===== src/rtl/fp_widen_unpacker.sv =====
// fp_widen_unpacker: unpacks 64-bit words holding 4 halves, 2 singles or
// 1 double (element 0 in the LSBs) and emits one IEEE-754 double per
// output handshake through an elastic pipeline.
// Ports:
//   clk, rst                      clock, synchronous active-high reset
//   mode[1:0]                     0 half, 1 single, 2/3 double (sampled on accept)
//   in_valid/in_ready/in_data     input word handshake and payload
//   in_cnt[2:0], in_last          valid element count (0 = full), frame end
//   out_valid/out_ready/out_data  converted element handshake and payload
//   out_idx, out_last             element index in its word, frame-last marker
//   out_nan, out_inf              classification of out_data
//   conv_count                    output handshakes since reset (wraps)
module fp_widen_unpacker #(
  parameter int unsigned PIPE_DEPTH = 2,
  parameter int unsigned CNT_W      = 32
) (
  input  logic             clk,
  input  logic             rst,
  input  logic [1:0]       mode,
  input  logic             in_valid,
  output logic             in_ready,
  input  logic [63:0]      in_data,
  input  logic [2:0]       in_cnt,
  input  logic             in_last,
  output logic             out_valid,
  input  logic             out_ready,
  output logic [63:0]      out_data,
  output logic [1:0]       out_idx,
  output logic             out_last,
  output logic             out_nan,
  output logic             out_inf,
  output logic [CNT_W-1:0] conv_count
);

  localparam int unsigned DEPTH = PIPE_DEPTH;

  typedef struct packed {
    logic [63:0] data;
    logic [1:0]  idx;
    logic        last;
  } elem_t;

  // Half -> double, exact for every encoding.
  function automatic logic [63:0] half_to_double(input logic [15:0] h);
    logic        s;
    logic [4:0]  e;
    logic [9:0]  m;
    logic [3:0]  p;
    logic [61:0] sh;
    logic [63:0] r;
    s  = h[15];
    e  = h[14:10];
    m  = h[9:0];
    p  = 4'd0;
    for (int i = 0; i < 10; i++) begin
      if (m[i]) p = 4'(i);
    end
    // Shifting by the leading-one position drops the hidden bit out of the
    // 52-bit window and left-aligns the remaining fraction bits.
    sh = {m, 52'b0} >> p;
    if (e == 5'd0 && m == 10'd0)      r = {s, 63'b0};
    else if (e == 5'd0)               r = {s, 11'd999 + 11'(p), sh[51:0]};
    else if (e == 5'd31 && m == '0)   r = {s, 11'h7FF, 52'b0};
    else if (e == 5'd31)              r = {s, 11'h7FF, 1'b1, m[8:0], 42'b0};
    else                              r = {s, 11'(e) + 11'd1008, m, 42'b0};
    return r;
  endfunction

  // Single -> double, exact for every encoding.
  function automatic logic [63:0] single_to_double(input logic [31:0] f);
    logic        s;
    logic [7:0]  e;
    logic [22:0] m;
    logic [4:0]  p;
    logic [74:0] sh;
    logic [63:0] r;
    s  = f[31];
    e  = f[30:23];
    m  = f[22:0];
    p  = 5'd0;
    for (int i = 0; i < 23; i++) begin
      if (m[i]) p = 5'(i);
    end
    sh = {m, 52'b0} >> p;
    if (e == 8'd0 && m == 23'd0)      r = {s, 63'b0};
    else if (e == 8'd0)               r = {s, 11'd874 + 11'(p), sh[51:0]};
    else if (e == 8'd255 && m == '0)  r = {s, 11'h7FF, 52'b0};
    else if (e == 8'd255)             r = {s, 11'h7FF, 1'b1, m[21:0], 29'b0};
    else                              r = {s, 11'(e) + 11'd896, m, 29'b0};
    return r;
  endfunction

  logic             hold_valid;
  logic [63:0]      hold_data;
  logic [1:0]       hold_fmt;
  logic [2:0]       hold_n;
  logic             hold_last;
  logic [1:0]       hold_idx;

  logic [DEPTH-1:0] stage_valid;
  elem_t            stage_elem [DEPTH];
  logic [DEPTH-1:0] stage_rdy;

  logic             out_rdy;
  logic             issue;
  logic             final_elem;
  logic             final_issue;
  logic             accept;
  logic [2:0]       elem_per_word;
  logic [2:0]       in_n;
  logic [63:0]      half_word;
  logic [63:0]      single_word;
  elem_t            issue_elem;
  logic [63:0]      tail_data;

  // Backpressure chain: a stage accepts when empty or when it is draining.
  always_comb begin
    stage_rdy = '0;
    out_rdy   = !out_valid || out_ready;
    stage_rdy[DEPTH-1] = !stage_valid[DEPTH-1] || out_rdy;
    for (int i = int'(DEPTH) - 2; i >= 0; i--) begin
      stage_rdy[i] = !stage_valid[i] || stage_rdy[i+1];
    end
  end

  // Issue control; in_ready opens on the final issue so words stream gaplessly.
  always_comb begin
    issue       = hold_valid && stage_rdy[0];
    final_elem  = (3'(hold_idx) + 3'd1) == hold_n;
    final_issue = issue && final_elem;
    in_ready    = !rst && (!hold_valid || final_issue);
    accept      = in_valid && in_ready;
  end

  // Element count of an incoming word.
  always_comb begin
    case (mode)
      2'd0:    elem_per_word = 3'd4;
      2'd1:    elem_per_word = 3'd2;
      default: elem_per_word = 3'd1;
    endcase
    if (in_cnt == 3'd0 || in_cnt > elem_per_word) in_n = elem_per_word;
    else                                          in_n = in_cnt;
  end

  // Select and convert the element at hold_idx.
  always_comb begin
    half_word   = hold_data >> (6'(hold_idx) << 4);
    single_word = hold_data >> (6'(hold_idx[0]) << 5);
    issue_elem  = '0;
    case (hold_fmt)
      2'd0:    issue_elem.data = half_to_double(half_word[15:0]);
      2'd1:    issue_elem.data = single_to_double(single_word[31:0]);
      default: issue_elem.data = hold_data;
    endcase
    issue_elem.idx  = hold_idx;
    issue_elem.last = hold_last && final_elem;
    tail_data       = stage_elem[DEPTH-1].data;
  end

  // Holding register, pipeline stages, output register and counter.
  always_ff @(posedge clk) begin
    if (rst) begin
      hold_valid  <= 1'b0;
      hold_data   <= '0;
      hold_fmt    <= '0;
      hold_n      <= '0;
      hold_last   <= 1'b0;
      hold_idx    <= '0;
      stage_valid <= '0;
      for (int i = 0; i < int'(DEPTH); i++) stage_elem[i] <= '0;
      out_valid   <= 1'b0;
      out_data    <= '0;
      out_idx     <= '0;
      out_last    <= 1'b0;
      out_nan     <= 1'b0;
      out_inf     <= 1'b0;
      conv_count  <= '0;
    end else begin
      if (accept) begin
        hold_valid <= 1'b1;
        hold_data  <= in_data;
        hold_fmt   <= (mode == 2'd3) ? 2'd2 : mode;
        hold_n     <= in_n;
        hold_last  <= in_last;
        hold_idx   <= '0;
      end else if (final_issue) begin
        hold_valid <= 1'b0;
      end else if (issue) begin
        hold_idx   <= hold_idx + 2'd1;
      end

      if (stage_rdy[0]) begin
        stage_valid[0] <= issue;
        if (issue) stage_elem[0] <= issue_elem;
      end
      for (int i = 1; i < int'(DEPTH); i++) begin
        if (stage_rdy[i]) begin
          stage_valid[i] <= stage_valid[i-1];
          if (stage_valid[i-1]) stage_elem[i] <= stage_elem[i-1];
        end
      end

      if (out_rdy) begin
        out_valid <= stage_valid[DEPTH-1];
        if (stage_valid[DEPTH-1]) begin
          out_data <= tail_data;
          out_idx  <= stage_elem[DEPTH-1].idx;
          out_last <= stage_elem[DEPTH-1].last;
          out_nan  <= (&tail_data[62:52]) && (|tail_data[51:0]);
          out_inf  <= (&tail_data[62:52]) && !(|tail_data[51:0]);
        end
      end

      if (out_valid && out_ready) conv_count <= conv_count + CNT_W'(1);
    end
  end

endmodule


===== config.mk =====
export PLATFORM = sky130hd
export DESIGN_NAME = fp_widen_unpacker
export DESIGN_NICKNAME = d
export VERILOG_FILES = /design/src/rtl/fp_widen_unpacker.sv
export SDC_FILE = /design/constraint.sdc
export NUM_CORES = 1
export LEC_CHECK = 0
export BUFFER_PORTS_ARGS = -buffer_cell sky130_fd_sc_hd__buf_2
export CORE_MARGIN = 2
export CORE_UTILIZATION = 50
export DETAILED_ROUTE_END_ITERATION = 7
export PLACE_DENSITY = 0.7
export RECOVER_POWER = 100
export SYNTH_ARGS = -nofsm -noshare
export SYNTH_HDL_FRONTEND = slang
export SYNTH_SLANG_ARGS = --single-unit
export TNS_END_PERCENT = 30

===== constraint.sdc =====
create_clock -name clk -period 4.5 [get_ports clk]
set_clock_uncertainty 0.15 [all_clocks]
set_input_delay 0.45 -clock clk [delete_from_list [all_inputs] [get_ports clk]]
set_output_delay 0.45 -clock clk [all_outputs]
set_load 0.005 [all_outputs]

======== Yosys cells after proc, flatten, opt, wreduce, memory -nomap -nowiden ========
Memories as Yosys holds them, arrays and structs flattened.
Index checks and enable logic that the tools add are counted.
word-level totals
  RAM bits ................................ 134
  logic and storage cells ................. 132
  input port bits ......................... 74
  memories ................................ 1
  output and inout bits ................... 103
  bits in registers ....................... 177
memories
  memory      depth  width  read ports  clocked after Yosys merged registers in  write ports  RTL line  source
  stage_elem  2      67     2           0                                        2            101       elem_t stage_elem [DEPTH];
operators by class
  equal/unequal tests ..................... 6
  bitwise gates (word level) .............. 3
  $add $sub $neg .......................... 7
  muxes and demuxes ....................... 59
  $lt $le $gt $ge ......................... 1
  shift-type cells ........................ 4
  reductions and logical operators ........ 36
operators with widths
  cell                                           number
  2-to-1 mux 63 bit                              8
  2-to-1 mux 67 bit                              2
  case mux 64 bit (2 select lines)               1
  2-to-1 mux 5 bit                               22
  right shift 75 x 5 -> 52 bit                   1
  right shift 64 x 6 -> 16 bit                   1
  right shift 64 x 6 -> 32 bit                   1
  right shift 62 x 4 -> 52 bit                   1
  OR reduction 52 bit                            1
  2-to-1 mux 4 bit                               9
  adder 32 x 1 -> 32 bit, second input constant  1
  zero test 23 bit                               1
  2-to-1 mux 1 bit                               14
  logical AND 1 bit                              12
  adder 10 x 4 -> 11 bit, first input constant   1
  adder 10 x 5 -> 11 bit, first input constant   1
  adder 5 x 10 -> 11 bit, second input constant  1
  adder 8 x 10 -> 11 bit, second input constant  1
  AND reduction 11 bit                           1
  zero test 10 bit                               1
  equality test 8 bit, second input constant     1
  zero test 8 bit                                1
  zero test 1 bit                                6
  case mux 3 bit (2 select lines)                1
  18 further kinds                               26

======== Longest topological paths before layout ========
Gate-level depths: netlist of the first run.
  word-level depth ........................ 29
  gate-level depth with buffers ........... 16
  depth with buffers taken out ............ 12

======== Worst setup path before layout of the first run ========
OpenSTA, ideal clock, no wires.
  kind .................................... input to register
  start ................................... in rst
  end ..................................... mem stage_elem[0][0] in the netlist's numbering (enable)
  data arrival time ....................... 2.673 ns
  stages on the path ...................... 4
  setup slack ............................. 1.254 ns
  path buffers ............................ 3
  data required time ...................... 3.926 ns
  library setup time ...................... 0.424 ns
  cells stage by stage .................... clkbuf_1 > clkbuf_1 > clkbuf_1 > a21o_1
RTL lines
  element          RTL line  source
  start, declared  18        input logic rst,
  end, declared    101

==> results by stage, run 1 <==
Status:
- The run finished, with violations left.
- The final reports fail on max-capacitance violations, max-slew violations.

Floorplanning:
- The area of the placeable core is 30670 sq um.
- The floorplan step set the die width to 180.5 um.
- In this run the vertical extent of the chip is 180.5 um.
- ~180 I/O pins were placed.
- The effective utilization at floorplan is 0.5081.
- The die covers roughly 33000 sq um.
- The total number of placement rows is 64.

Worst setup path:
- The data arrival time at the worst-slack endpoint is 4.40 ns.
- The worst register-to-register path has a depth of 12.
- The critical path is of the reg -> reg type.
- The critical path launch point type is a register.
- For the worst setup path, the data required time is 4.59 ns.
- The worst setup path is captured at a register.
- In this run the worst path has a maximum fanout of 53.

STA:
- The final-report max-slew violation count is 208.
- The final count of hold timing violations is 0.
- The worst slew margin relative to its limit is -0.3673.
- Setup violations remaining at the end of the flow were counted as 0.
- Dividing the final minimum period by the clock period gives 0.9577.
- For the pin with the worst max-slew slack, the measured transition is a little over 2 ns.
- Setup repair after global routing left no endpoint under its margin.
- The minimum clock period after layout is 4.310 ns.
- After routing, the total negative slack on setup checks comes to 0 ns.
- The maximum frequency from static timing analysis is 232.0 MHz.

Synthesis:
- The fraction of the mapped netlist area in adder cells is 0.005620.
- The share of the Yosys chip area taken by registers is 0.4856.
- Synthesis handed over a netlist of 1630 instances.
- The post-synthesis share of cell area spent on xor and xnor gates is 0.01855.
- By area the synthesized netlist is led by edfxtp_1 26%, dfxtp_1 23%, nand2_1 8.5%.
- Yosys printed 0 warnings.
- Yosys mapped a number of flops with a built-in enable equal to between 100 and 150.
- The dominant register cell in the synthesized netlist is dfxtp_1.
- The biggest area contributor in the post-synthesis netlist is edfxtp_1.
- The net count after synthesis is 1711.
- The per-instance average area after synthesis is 9.561 sq um.
- The synthesized design contains 311 register bits.
- Of the post-synthesis cell area, the part taken by muxes is 0.08037.
- The most used standard cell by instance count after synthesis is nand2_1.
- Of the post-synthesis cell area, the dominant cell type holds 0.2582.
- Synthesis instantiated 93 different standard cells from the library.
- The area fraction in compound gates after synthesis is 0.1295.
- The mapped cell area is 15580 sq um.
- The simple-gate portion of the synthesized area is 0.2381.
- The main combinational cell family by area after synthesis is simple AND/OR/NAND/NOR gates.
- Ranked by instance count, the synthesized netlist is headed by 351 x nand2_1, 177 x dfxtp_1, 134 x edfxtp_1.
- The fraction of synthesis flops using an asynchronous set or reset pin is 0.

Placement:
- The post-placement cell area is 16930 sq um.
- Counting tap cells, the placed design contains a total of roughly 2200 instances.
- The count of buffers added on input and output ports is about 180.
- The HPWL after detailed placement is between 30000 and 40000 um.
- Routability-driven placement finished with a final weighted congestion of 1.033.

Clocking:
- The clock tree buffer depth is 3.
- After clock tree synthesis, the setup repair step added 0 buffers.
- The total clock buffers created by CTS is 34.
- The TritonCTS clock tree is done.
- The clock latency at the later pin of the worst-skew pair is 0.54 ns.
- The clock root buffer is clkbuf_16.
- In this run the number of H-tree levels came out at 2.
- The clock net sink count is 311.
- The clock transition time at the flip-flop clock pins of the worst setup and hold paths is 0.06 ns.

Layout:
- With fillers left out, the area of the finished cells amounts to 18580 sq um.
- The sequential standard cell area is 7571 sq um.
- The number of nets at the end of the flow is 1951.
- The number of antenna cells inserted is 0.
- In the final layout, the multi-input gates occupy 7367 sq um.
- The layout filler cell count is 2621.
- The finished layout holds 2292 standard cells, fillers aside.
- The growth of design area from synthesis to finish is 19.25%.
- The share of layout cells above drive strength 1 is 0.1635.

Global routing:
- The number of global-route vias before repair is 13140.
- Entering global routing, the biggest net connects approximately 110 pins.
- The wire length of the first global-routing pass is 77960 um.
- The total grt overflow is 0.
- The overall fraction of global-route tracks in use is 0.3088.
- The number of antenna violations at the first check in global routing is 2.

Routing:
- After detailed routing, the number of remaining DRC violations is 0.
- The first detailed-routing pass took 6 iterations.
- Using the TritonRoute via totals, the vias-per-cell ratio works out to ~6.0.
- The routed wire length per instance is 22.51 um.
- The number of DRC violations after detailed-routing iteration 0 is 1363.
- Wires add up to 51590 um.
- In this run the remaining antenna-violating nets after routing total 0.
- The final route contains 13680 vias.

Power and ir drop:
- Across the VDD grid, the largest voltage drop is 274.5 uV.
- The power per standard cell area is 441.1 nW/um^2.
- The total leakage power is 0.007352 uW.

Run:
- The count of max-cap constraint violations is 2.

Min path:
- Along the worst hold path, the cell count comes to 3.
- The worst hold path class is in -> reg.
area by class of cell:
class / count / area share
repair buffers: 309 / 0.1056
multi-input cells: 1197 / 0.3964
clock buffers: 48 / 0.05238
inverters: 17 / 0.003434
clock inverters: 14 / 0.008080
flip-flops and latches: 311 / 0.4074
well taps: 396 / 0.02666
stage by stage:
step,util,setup WS [ns],hold slack [ns],power (uW)
floorplan,-,1.254,0.2950,4679
detailed placement,0.5520,0.3698,0.2930,5397
CTS,0.6095,0.3266,0.009840,8190
finish,0.6059,0.1902,0.02252,8196
global route,0.6059,0.07970,0.03489,8484
global placement,0.5520,0.3552,0.2896,5419
where the power goes:
part / total (uW) / switching [uW] / leakage (uW) / internal [uW]
Combinational: 2080 / 1270 / 0.00393 / 817
Clock: 2760 / 1170 / 0.000554 / 1590
Sequential: 3350 / 224 / 0.00287 / 3130
Total: 8200 / 2660 / 0.00735 / 5540
state kept, by name (all words and copies together) (netlist names):
name         count
out_last         1
hold_n           3
conv_count      32
out_idx          2
stage_valid      2
hold_idx         2
out_data        64
out_nan          1
hold_data       64
hold_last        1
hold_fmt         2
hold_valid       1
stage_elem     134
out_inf          1
out_valid        1
repair_timing:
| action | 4_1_cts | 5_1_grt |
|---|---|---|
| hold buffers | 64 | 0 |
| hold endpoints to repair | 64 | 0 |
| gates resized for setup | 0 | 0 |
layout by cell type (no fill, tap or decap), types with 41 or more instances in the layout:
cell type / count
mux2i_1: 52
buf_4: 57
clkbuf_1: 60
nand3b_1: 66
buf_2: 125
nand2_1: 351
dlygate4sd3_1: 64
o21ai_0: 51
nor2_1: 91
and2_0: 41
a21oi_1: 124
dfxtp_1: 176
edfxtp_1: 134
final timing paths:
check                                  from           endpoint  slack (ns)
worst min register to register  out_data[2]        out_data[2]        0.30
worst max register to register  hold_idx[0]  stage_elem[0][52]        0.19
worst max-delay path            hold_idx[0]  stage_elem[0][52]        0.19
worst min-delay path            in_data[35]      hold_data[35]        0.02
kinds of logic (layout without fill, tap and decap cells):
kind of cell | count (synthesis) | count (layout)
compound gates | 308 | 308
mux | 93 | 93
buf+inv | 122 | 388
xor+xnor | 33 | 33
fa+ha+maj | 7 | 7
flops | 311 | 311
simple gates | 756 | 756
critical path, stage by stage (launching register included):
cell and delay [ns]:
dfxtp_4 0.78, mux2i_1 0.53, o221ai_1 0.24, a31oi_1 0.33
o211ai_4 0.17, nand2_8 0.15, mux4_1 0.40, clkbuf_4 0.19
nand2_1 0.05, o21ai_1 0.08, a2111oi_1 0.53, buf_4 0.21
o221ai_1 0.16
per-layer routing:
metal	vias to the layer above	GRT usage	routed length (um)
met2	731	0.4916	23300
li1	6320	-	-
met5	-	0	10
met1	6467	0.4107	21380
met4	2	0.1271	2279
met3	164	0.06548	4623
(Power assumes the default switching activity.)
==> run 2: changes to the inputs <==
Settings changed: PLACE_DENSITY 0.7 to not set, PLACE_DENSITY_LB_ADDON set to 0.08.
==> run 2 against run 1 <==
  * The run still ends with max-capacitance violations, max-slew violations left
  * Register-to-register slack got worse by 0.12 ns
  * Global-route usage shrank 0.67 points
  * Maximum frequency fell by 2.7%
  * Via count fell by 1.4%
  * Die area stayed put
  * Flip-flop and latch count unchanged
  * Hold slack worse by 0.018 ns
  * Sequential share of layout area increased by 0.42 points
  * Critical path depth unchanged
  * Core utilization decreased by 0.61 points
  * Total power decreased by 1.7%
  * Non-clock buffer count fell by 12
  * Critical endpoint is now stage_elem[0][59]
  * Largest cell class unchanged
  * Highest routed layer unchanged
==> results by stage, run 2 (synthesis gave the netlist of run 1 again) <==
Status:
- The run finished, with violations left.
- The final reports fail on max-capacitance violations, max-slew violations.

Floorplanning:
- The area of the placeable core came to 30670 sq um (unchanged).
- The effective utilization at floorplan is 0.5081 (unchanged).
- The vertical die dimension is 180.5 um (unchanged).
- The number of placed I/O pins is 177 (unchanged).
- The total number of placement rows is 64 (unchanged).
- The width of the chip was 180.5 um (unchanged).
- The area of the die is 32590 sq um (unchanged).

Min path:
- The worst hold path class is in -> reg.
- In this run the most critical hold path is launched from in_data[18].
- The depth of the worst hold-timing path is 3 (unchanged).
- The worst hold path terminates at hold_data[18].

Worst setup path:
- The data arrival time at the worst-slack endpoint is 4.50 ns (+0.10 ns).
- The cell depth of the worst flop-to-flop path is 12 (unchanged).
- The category of the most critical setup path is reg -> reg.
- The maximum fanout count along the critical path came to 52 (-1.9%).
- The launch point of the worst reg-to-reg path is hold_idx[0].
- In this run the critical register-to-register path is captured at stage_elem[0][59].
- Walking the worst path, the cells encountered are buf_4 -> mux2i_1 -> buf_4 -> o211ai_1 -> clkbuf_1 -> nor2_2 -> nand2_1 -> or4_4 -> o21ai_1 -> a21oi_1 -> a221oi_1 -> nor2_1.
- The reg2reg setup slack came to 0.07 ns (-0.12 ns).
- On the critical path the largest part of the delay comes from compound AO/OA/AOI/OAI gates.
- The most numerous cell type found on the critical path is buf_4.
- The required time at the endpoint of the critical path is 4.57 ns (-0.02 ns).
- The delay of the slowest critical-path stage is 0.79 ns (about the same).
- The kind of capture point of the worst setup path is a register.
- On the critical path, the stage with the largest delay is an instance of dfxtp_4.
- The count of buffering cells on the critical path with inverters included is 3 (+1).
- The critical path launch point type is a register.

Clocking:
- The total clock buffers created by CTS is 35 (+2.9%).
- The clock root buffer is clkbuf_16.
- The clock transition time at the flip-flop clock pins of the worst setup and hold paths is 0.06 ns (about the same).
- TritonCTS built the clock tree.
- The clock tree buffer depth is 3 (unchanged).
- The H-tree depth reported by CTS is 2 (unchanged).
- The clock net sink count came to 311 (unchanged).
- The clock latency at the later pin of the worst-skew pair is 0.51 ns (-0.03 ns).

Routing:
- The routed wire length per instance is 22.09 um (-1.8%).
- The residual antenna-violating net count after detailed routing came to 0 (unchanged).
- The length of the first detailed-routing pass in iterations is 6 (unchanged).
- The DRC violation count after routing is 0 (unchanged).
- The detailed-route wire length is 50370 um (-2.4%).
- The routed via count divided by cell count is 5.921 (-0.83%).
- The count of vias placed by the detailed router is 13500 (-1.4%).
- The number of DRC violations after detailed-routing iteration 0 was 1355 (-0.59%).

STA:
- The worst-case setup margin in the final layout was 0.07051 ns (-0.1197 ns).
- The final-report max-slew violation count is 175 (-16%).
- The minimum clock period after layout is 4.429 ns (+0.1197 ns).
- The maximum frequency from static timing analysis is 225.8 MHz (-2.7%).
- The final count of hold timing violations came to 0 (unchanged).
- The count of final setup violators is 0 (unchanged).
- The worst-margin pin slew is 2.903 ns (+0.8518 ns).
- The worst slew margin relative to its limit is -0.9351 (-0.5679).
- The portion of the clock cycle consumed by the worst path in the final layout is 0.9843 (+0.02660).
- Setup repair after global routing left no endpoint under its margin.

Global routing:
- The wire length of the first global-routing pass is 76040 um (-2.5%).
- The number of antenna violations at the first check in global routing is 1 (-1).
- The total grt overflow is 0 (unchanged).
- The maximum number of pins on one net before global-route repair came to 85 (-20%).
- The overall fraction of global-route tracks in use was 0.3021 (-0.006674).
- The number of global-route vias before repair is 12810 (-2.5%).

Layout:
- The share of layout cells above drive strength 1 is 0.1641 (+0.0005977).
- The area of all placed cells without fillers is 18400 sq um (-1.0%).
- The layout filler cell count is 2703 (+3.1%).
- Relative to the synthesized area, the layout overhead comes to 18.04%.
- Leaving out fill and tap cells, the most frequent cells in the layout are 352 x nand2_1, 176 x dfxtp_1, 134 x edfxtp_1.
- The flip-flop count of the largest register after layout is 134 (unchanged).
- The final design utilization was 0.5998 (-0.006119).
- The register bank with the most flops is stage_elem.
- In the final layout, the registers with the most flip-flops are stage_elem (134), hold_data (64), out_data (64).
- The most common cell after layout, fill and taps aside is nand2_1.
- The number of nets at the end of the flow is 1940 (-0.56%).

Placement:
- The final weighted congestion of routability-driven global placement is 0.9904 (-4.1%).
- The setup slack at placement is -0.08041 ns (-0.4502 ns).
- The post-placement cell area came to 16940 sq um (about the same).
- The total of buffers placed on input and output ports is 176 (unchanged).
- The HPWL after detailed placement is 35750 um (-3.1%).

Run:
- The count of max-cap constraint violations is 3 (+1).

Power and ir drop:
- The power per standard cell area came to 437.9 nW/um^2 (-0.71%).
- The total leakage power is 0.007279 uW (-0.98%).
- The maximum ir drop on the vdd rail is 329.0 uV (+20%).
[run 2: layer usage]
metal | global-route usage | wire, um | part of all wire | vias to the layer above
met2 | 0.4699 | 22330 | 0.44 | 660
met5 | 0 | 13 | 0.00026 | -
met3 | 0.04790 | 3931 | 0.078 | 165
met4 | 0.1355 | 2435 | 0.048 | 2
li1 | - | - | - | 6308
met1 | 0.4173 | 21660 | 0.43 | 6364
[run 2: area by class of cell]
cell class / instances / area [sq um] / area share
flip-flops and latches: 311 / 7571 / 0.4116
multi-input cells: 1197 / 7367 / 0.4005
repair buffers: 297 / 1849 / 0.1005
clock buffers: 52 / 970.9 / 0.05278
well taps: 396 / 495.5 / 0.02694
clock inverters: 9 / 75.07 / 0.004081
inverters: 17 / 63.81 / 0.003469
diodes: 1 / 2.502 / 0.0001360
[run 2: worst max path at each step]
stage	from	to	slack, ns	depth (start not counted)
floorplan	rst	stage_elem[0][0]	1.25	4
global placement	hold_idx[0]	stage_elem[0][52]	-0.23	10
detailed placement	hold_idx[0]	stage_elem[0][52]	-0.08	10
CTS	hold_idx[0]	stage_elem[0][52]	0.17	10
global route	hold_idx[0]	stage_elem[0][59]	0.03	12
finish	hold_idx[0]	stage_elem[0][59]	0.07	12
[run 2: report_power, final]
group / internal (uW) / leakage, uW / switching (uW)
registers: 3130 / 0.00287 / 199
clock network: 1550 / 0.000504 / 1100
logic: 797 / 0.00391 / 1280
[run 2: repair_timing]
item                                    in CTS  in global routing
resized for setup                            1                  1
endpoints found under the setup margin       1                  1
endpoints found under the hold margin       52                  0
hold buffers                                52                  0
setup buffers                                0                  0
[run 2: worst reg2reg max path, delay by kind of cell, from the launching register on]
kind / cells / cell delay, ns
buf+inv: 3 / 0.69
flops: 1 / 0.79
simple gates: 4 / 0.94
mux: 1 / 0.29
compound gates: 4 / 1.29
[run 2: metrics by stage]
step                      hold WS (ns)  setup TNS [ns]  std cells  power, uW
after floorplan                 0.2950               0       1630       4679
after global placement          0.2865         -0.2291       2166       5407
after detailed placement        0.2929        -0.08041       2166       5372
after CTS                     0.001595               0       2279       8058
after global routing           0.01167               0       2279       8350
final                         0.004829               0       2280       8056
